**src/rtl/seq_alu_hs.sv**
```systemverilog
// Registered WIDTH-bit ALU with valid/ready handshake on both sides and status flags.
// Define ALU_MUL_EN to build the iterative shift-add multiplier for op 111.
module seq_alu_hs #(
  parameter int unsigned WIDTH = 8,
  parameter int unsigned SHW   = $clog2(WIDTH)
) (
  input  logic             clk,
  input  logic             rst,
  input  logic             in_valid,
  output logic             in_ready,
  input  logic [WIDTH-1:0] a,
  input  logic [WIDTH-1:0] b,
  input  logic [2:0]       op_code,
  output logic             out_valid,
  input  logic             out_ready,
  output logic [WIDTH-1:0] result,
  output logic             carry_out,
  output logic             zero,
  output logic             negative,
  output logic             overflow,
  output logic             err
);

  localparam int unsigned XW  = WIDTH + 1;
  localparam int unsigned MSB = WIDTH - 1;

  localparam logic [2:0] OP_ADD = 3'd0;
  localparam logic [2:0] OP_SUB = 3'd1;
  localparam logic [2:0] OP_AND = 3'd2;
  localparam logic [2:0] OP_OR  = 3'd3;
  localparam logic [2:0] OP_XOR = 3'd4;
  localparam logic [2:0] OP_SHL = 3'd5;
  localparam logic [2:0] OP_SHR = 3'd6;
  localparam logic [2:0] OP_MUL = 3'd7;

`ifdef ALU_MUL_EN
  typedef enum logic [1:0] {IDLE = 2'd0, BUSY = 2'd1, DONE = 2'd2} state_e;
  localparam int unsigned PW = 2 * WIDTH;
  logic [PW-1:0]    acc_q, acc_d, mcand_q, mcand_d, acc_step;
  logic [WIDTH-1:0] mplier_q, mplier_d;
  logic [SHW-1:0]   cnt_q, cnt_d;
`else
  typedef enum logic [1:0] {IDLE = 2'd0, DONE = 2'd2} state_e;
`endif

  state_e           state_q, state_d;
  logic [WIDTH-1:0] result_q, result_d;
  logic             carry_q, carry_d, zero_q, zero_d, neg_q, neg_d;
  logic             ovf_q, ovf_d, err_q, err_d, valid_q, valid_d;

  logic [WIDTH-1:0] b_sel, alu_res;
  logic [XW-1:0]    add_ext, shl_ext, shr_ext;
  logic [SHW-1:0]   sh;
  logic             alu_c, alu_v, alu_e, xfer, load;

  assign in_ready = (state_q == IDLE) || ((state_q == DONE) && out_ready);
  assign xfer     = in_valid && in_ready;

  // Single-cycle datapath; shifts run one bit wider so the last bit out lands in the extra slot
  always_comb begin
    alu_res = '0;
    alu_c   = 1'b0;
    alu_v   = 1'b0;
    alu_e   = 1'b0;
    sh      = b[SHW-1:0];
    b_sel   = (op_code == OP_SUB) ? ~b : b;
    add_ext = {1'b0, a} + {1'b0, b_sel} + XW'(op_code == OP_SUB);
    shl_ext = {1'b0, a} << sh;
    shr_ext = {a, 1'b0} >> sh;
    case (op_code)
      OP_ADD: begin
        alu_res = add_ext[WIDTH-1:0];
        alu_c   = add_ext[WIDTH];
        alu_v   = (a[MSB] == b[MSB]) && (add_ext[MSB] != a[MSB]);
      end
      OP_SUB: begin
        alu_res = add_ext[WIDTH-1:0];
        alu_c   = add_ext[WIDTH];
        alu_v   = (a[MSB] != b[MSB]) && (add_ext[MSB] != a[MSB]);
      end
      OP_AND: alu_res = a & b;
      OP_OR:  alu_res = a | b;
      OP_XOR: alu_res = a ^ b;
      OP_SHL: begin
        alu_res = shl_ext[WIDTH-1:0];
        alu_c   = shl_ext[WIDTH];
      end
      OP_SHR: begin
        alu_res = shr_ext[WIDTH:1];
        alu_c   = shr_ext[0];
      end
      OP_MUL: begin
`ifndef ALU_MUL_EN
        alu_e = 1'b1;
`endif
      end
      default: alu_res = '0;
    endcase
  end

  // Handshake FSM, flag capture and multiplier sequencing
  always_comb begin
    state_d  = state_q;
    result_d = result_q;
    carry_d  = carry_q;
    zero_d   = zero_q;
    neg_d    = neg_q;
    ovf_d    = ovf_q;
    err_d    = err_q;
    valid_d  = valid_q;
    load     = 1'b0;
`ifdef ALU_MUL_EN
    acc_d    = acc_q;
    mcand_d  = mcand_q;
    mplier_d = mplier_q;
    cnt_d    = cnt_q;
    acc_step = acc_q + (mplier_q[0] ? mcand_q : '0);
`endif
    case (state_q)
      IDLE: load = xfer;
`ifdef ALU_MUL_EN
      BUSY: begin
        acc_d    = acc_step;
        mcand_d  = mcand_q << 1;
        mplier_d = mplier_q >> 1;
        cnt_d    = cnt_q + SHW'(1);
        if (cnt_q == SHW'(WIDTH - 1)) begin
          state_d  = DONE;
          valid_d  = 1'b1;
          result_d = acc_step[WIDTH-1:0];
          carry_d  = |acc_step[PW-1:WIDTH];
          zero_d   = (acc_step[WIDTH-1:0] == '0);
          neg_d    = acc_step[MSB];
          ovf_d    = 1'b0;
          err_d    = 1'b0;
        end
      end
`endif
      DONE: begin
        if (out_ready) begin
          if (xfer) begin
            load = 1'b1;
          end else begin
            state_d = IDLE;
            valid_d = 1'b0;
          end
        end
      end
      default: begin
        state_d = IDLE;
        valid_d = 1'b0;
      end
    endcase
    if (load) begin
`ifdef ALU_MUL_EN
      if (op_code == OP_MUL) begin
        state_d  = BUSY;
        valid_d  = 1'b0;
        acc_d    = '0;
        mcand_d  = {{WIDTH{1'b0}}, a};
        mplier_d = b;
        cnt_d    = '0;
      end else
`endif
      begin
        state_d  = DONE;
        valid_d  = 1'b1;
        result_d = alu_res;
        carry_d  = alu_c;
        zero_d   = (alu_res == '0);
        neg_d    = alu_res[MSB];
        ovf_d    = alu_v;
        err_d    = alu_e;
      end
    end
  end

  always_ff @(posedge clk or posedge rst) begin
    if (rst) begin
      state_q  <= IDLE;
      result_q <= '0;
      carry_q  <= 1'b0;
      zero_q   <= 1'b0;
      neg_q    <= 1'b0;
      ovf_q    <= 1'b0;
      err_q    <= 1'b0;
      valid_q  <= 1'b0;
`ifdef ALU_MUL_EN
      acc_q    <= '0;
      mcand_q  <= '0;
      mplier_q <= '0;
      cnt_q    <= '0;
`endif
    end else begin
      state_q  <= state_d;
      result_q <= result_d;
      carry_q  <= carry_d;
      zero_q   <= zero_d;
      neg_q    <= neg_d;
      ovf_q    <= ovf_d;
      err_q    <= err_d;
      valid_q  <= valid_d;
`ifdef ALU_MUL_EN
      acc_q    <= acc_d;
      mcand_q  <= mcand_d;
      mplier_q <= mplier_d;
      cnt_q    <= cnt_d;
`endif
    end
  end

  assign result    = result_q;
  assign carry_out = carry_q;
  assign zero      = zero_q;
  assign negative  = neg_q;
  assign overflow  = ovf_q;
  assign err       = err_q;
  assign out_valid = valid_q;

endmodule

```
**config.mk**
```make
export PLATFORM = sky130hd
export DESIGN_NAME = seq_alu_hs
export DESIGN_NICKNAME = d
export VERILOG_FILES = /design/src/rtl/seq_alu_hs.sv
export SDC_FILE = /design/constraint.sdc
export NUM_CORES = 1
export LEC_CHECK = 0
export BUFFER_PORTS_ARGS = -buffer_cell sky130_fd_sc_hd__buf_2
export CAP_MARGIN = 30
export CORE_UTILIZATION = 51
export DETAILED_ROUTE_END_ITERATION = 8
export PLACE_DENSITY = 0.87
export SYNTH_ARGS = -nofsm -noshare
export SYNTH_HDL_FRONTEND = slang
export SYNTH_SLANG_ARGS = --single-unit
```
**constraint.sdc**
```tcl
create_clock -name clk -period 1.3 [get_ports clk]
set_input_delay 0.065 -clock clk [delete_from_list [all_inputs] [get_ports clk]]
set_output_delay 0.065 -clock clk [all_outputs]
set_load 0.02 [all_outputs]
```
* Word-level counts from Yosys, hierarchy flattened
Index checks and enable logic that the tools add are counted.
** Cells by class
- Shift-type cells :: 2
- Bitwise operators :: 4
- Multiplexer cells :: 16
- Eq/ne operators :: 14
- Reductions and logical operators :: 10
- Add/subtract/negate cells :: 2
** Operator list (number)
- $pmux W8 S6 :: 1
- $eq A3 B3 Y1 const B :: 4
- $add A8 B8 Y9 :: 1
- $add A9 B1 Y9 :: 1
- $shl A8 B3 Y9 :: 1
- $shr A9 B3 Y9 :: 1
- $and A8 B8 Y8 :: 1
- $logic_not A8 Y1 :: 1
- $mux W8 :: 1
- $not A8 Y8 :: 1
- $or A8 B8 Y8 :: 1
- $xor A8 B8 Y8 :: 1
- $eq A3 B2 Y1 const B :: 2
- $mux W1 :: 6
- $mux W2 :: 3
- $ne A3 B3 Y1 const B :: 2
- $pmux W1 S2 :: 3
- $logic_and A1 B1 Y1 :: 4
- $pmux W2 S2 :: 1
- $eq A3 B1 Y1 const B :: 1
- $logic_not A3 Y1 :: 1
- $pmux W1 S3 :: 1
- $reduce_and A3 Y1 :: 1
- $eq A2 B2 Y1 const B :: 1
- other kinds (6) :: 7
** Word-level totals
- Word-level logic and storage cells :: 56
- Output and inout bits :: 15
- Input port bits :: 23
- Register bits after elaboration :: 16

* Longest topological paths before layout
- Depth in word-level cells :: 9
- Gate-level depth with buffers :: 12
- Gate-level depth less buffers :: 11

* Worst setup path before layout
No wires, ideal clock.
- Path kind :: input -> register
- From :: input op_code[0]
- To :: register zero_q, in the netlist zero
- Data arrival time :: 2523 ps
- Setup slack :: -1344 ps
- Cell stages on the path :: 12
- Library setup time :: 122 ps
- Buffers on the path :: 1
- Cell sequence :: buf_4 > inv_1 > nor3_2 > xnor2_1 > fa_1 > a211oi_1 > o21bai_1 > a21oi_1 > xnor2_1 > o221ai_1 > nor3_1 > a32o_1
** On the way
- Longest elaborated chain between the ends :: 6
- Elaborated cells between the ends (all ways) :: 13
- Those cells by class :: add/sub: 2; eq/ne: 6; mux: 2; reduce/logical: 3
** RTL lines
- start: declaration :: line 13 : input logic [2:0] op_code,
- $eq A3 B1 Y1 :: line 66, 67, 70
- $mux W8 :: line 66 : b_sel = (op_code == OP_SUB) ? ~b : b;
- $add A8 B8 Y9 :: line 67 : add_ext = {1'b0, a} + {1'b0, b_sel} + XW'(op_code == OP_SUB);
- $add A9 B1 Y9 :: line 67
- $pmux W8 S6 (*) :: line 70 : case (op_code)
- $logic_not A8 Y1 (*) :: line 170 : zero_d = (alu_res == '0);
- end signal: assignment :: line 198 : zero_q <= zero_d;
- end: declaration :: line 48 : logic carry_q, carry_d, zero_q, zero_d, neg_q, neg_d;
Every way passes the cells marked *; elsewhere a longest branch is shown, timed or not.
A chain may end at the register's enable or synchronous reset.

* Worst setup path after layout
Ends and elaborated chain as after synthesis.

==> results.json <==
{
  "outcome": "complete, but fails checks",
  "post_drt_wl_per_cell_um": 26.4,
  "p_clk_frac": 0.150,
  "nFillCells": 164,
  "cp-end-kind": "flop",
  "dpl_cell_area_um2": 2790,
  "synth.area.top_cells": "dfrtp_1, ha_1, mux4_2",
  "pin_count": 38,
  "routed_wl_um": 10800,
  "netlist_area_um2": 2020,
  "slew_violations": 0,
  "yosysTopAreaCellShare": 0.161,
  "antennaDiodeCount": 0,
  "stdcell_count": 410,
  "yosys_most_used_dff": "dfrtp_1",
  "gp_congestion": 1.07,
  "synth-seq-cells": 13,
  "hold_violations": 0,
  "slew-limit-headroom": 0.662,
  "synth_cell_types": 52,
  "drtIter0Drc": 464,
  "dp_hpwl_um": 5280,
  "rows": 22,
  "switching_share": 0.433,
  "fin_worst_skew_ns": 0.00697,
  "start_util": 0.541,
  "violations": "negative setup slack",
  "ys_warn_count": 0,
  "period_needed_ns": 2.25,
  "synth_most_common_cell": "ha_1",
  "io_buffers": 37,
  "grt_max_degree": 20,
  "grt_usage": 0.466,
  "path_class": "in -> reg",
  "drive_above_1_share": 0.533,
  "core_area_um2": 3740,
  "chipHeight_um": 65.0,
  "internal_power_mw": 1.42,
  "cts_buffer_depth": 2,
  "ys_async_sr_fraction": 1.00,
  "fin_crit_sh": 1.73,
  "nNetsFinal": 411,
  "peakVddDrop_mv": 0.302,
  "hold_path_class": "in -> reg",
  "cp_max_fo": 4,
  "synth_cells": 248,
  "power_density_nw_per_um2": 752,
  "place_inst": 392,
  "die-area_um2": 4230,
  "grt_pass1_vias": 2761,
  "cp_data_arrival_time_ns": 2.38,
  "worst_pin_slew_ns": 0.501,
  "hold_ws_ns": 0.0459,
  "drtAntennaViolNets": 0,
  "die_w_um": 65.0,
  "synth_edf_count": 0,
  "antenna_found_initial": 1,
  "drc_errors": 0,
  "syn_avg_cell_area_um2": 8.16,
  "timing.final.ws_setup_ns": -0.945,
  "cts_root_buf": "clkbuf_8",
  "clkLatencyLatePin_ns": 0.25,
  "setup_tns_ns": -7.64,
  "viasPerCell": 7.20,
  "p_switching_mw": 1.08,
  "cts_buffers": 3,
  "grt_remaining_overflow": 0,
  "synthTopCellsByCount": "ha_1, inv_1, nand2_1",
  "start_kind": "input pin",
  "cap_violations": 0,
  "max_freq_ghz": 0.445,
  "htree_levels": 1,
  "grt_pass1_wl_um": 14500,
  "seqPwrFrac": 0.203,
  "synth_nets": 296,
  "pre_cts_slack_ns": -1.02,
  "synthToLayoutAreaGrowth_pct": 64.2,
  "stdcell_area_um2": 3320,
  "power_frac_comb": 0.648,
  "clkSinkCount": 13,
  "rsz0062_at_grt": "true",
  "required_ns": 1.44,
  "via_count": 2953,
  "first_pass_iters": 5,
  "yosysSeqAreaShare": 0.161,
  "utilization": 0.888,
  "synth_top_area_cell": "dfrtp_1",
  "finalPower_mw": 2.50,
  "clkTransAtPathRegs_ns": 0.06,
  "leakage_nw": 1.57,
  "cts_tree": "done",
  "setup_viol": 11
}
-- routing by layer --
metal | GRT usage | share of wire | vias to the layer above
li1 | - | - | 1137
met1 | 0.527 | 0.33 | 1315
met2 | 0.751 | 0.43 | 364
met3 | 0.0880 | 0.15 | 137
met4 | 0.392 | 0.099 | 0
met5 | 0 | 0 | -
-- power groups by stage --
stage | clock (mW) | sequential [mW] | combinational [mW]
final | 0.374 | 0.506 | 1.62
after global routing | 0.386 | 0.510 | 1.69
after CTS | 0.363 | 0.505 | 1.35
after detailed placement | 0 | 0.511 | 1.16
after global placement | 0 | 0.504 | 1.12
after floorplan | 0 | 0.587 | 0.608
-- critical path, stage by stage --
cell and delay (ns):
buf_12 0.09, inv_6 0.03, nor3_4 0.24, buf_6 0.17
xnor2_4 0.09, ha_4 0.33, nor2_4 0.04, a211oi_2 0.28
nand2_1 0.15, o22ai_2 0.19, mux2i_1 0.27, a211oi_2 0.12
a32o_1 0.28
-- cell families after synthesis --
group / Yosys count / share of synthesized area
compound gates: 69 / 0.242
simple gates: 69 / 0.169
buf+inv: 38 / 0.0760
fa+ha+maj: 25 / 0.158
mux: 19 / 0.129
xor+xnor: 15 / 0.0649
flops: 13 / 0.161
-- worst paths after layout --
kind	from	end	slack, ns	cells past startpoint
min in group asynchronous	rst	result[5]$_DFFE_PP0P_	0.39	3
hold reg to reg	result[4]$_DFFE_PP0P_	result[4]$_DFFE_PP0P_	0.48	2
setup / recovery	op_code[0]	zero$_DFFE_PP0P_	-0.95	13
hold / removal	in_valid	out_valid$_DFFE_PP0P_	0.05	2
setup reg to reg	out_valid$_DFFE_PP0P_	zero$_DFFE_PP0P_	-0.35	7
max in group asynchronous	rst	result[0]$_DFFE_PP0P_	0.58	3
-- flip-flops by register name, summed over array words and instances (netlist names) --
| name | cells |
|---|---|
| carry_out | 1 |
| err | 1 |
| out_valid | 1 |
| overflow | 1 |
| result | 8 |
| zero | 1 |
-- final cells by class --
cell class,count,area [um^2],area share
clock buffers,4,45.0,0.0136
inverters,23,96.3,0.0290
multi-input cells,197,1850,0.556
flip-flops and latches,13,325,0.0979
well taps,48,60.1,0.0181
repair buffers,125,947,0.285
-- cells in the final DEF, fill, tap and decap left out, types with 7 or more instances in the layout --
master and n:
a211oi_2 7, buf_2 34, buf_4 77, buf_6 9
dfrtp_1 13, ha_1 18, inv_1 20, nand2_1 20
nand3_1 8, nor2_1 13, o21ai_0 7, xnor2_1 7
-- repair_timing --
| item | CTS | global route |
|---|---|---|
| endpoints found under the setup margin | 11 | 11 |
| buffers inserted | 17 | 1 |
| hold endpoints to repair | 13 | 0 |
| gates cloned | 1 | 0 |
| pin swaps | 38 | 25 |
| gates resized for setup | 56 | 21 |
| hold buffers | 1 | 0 |
No activity file was read; power rests on OpenSTA's default activity.
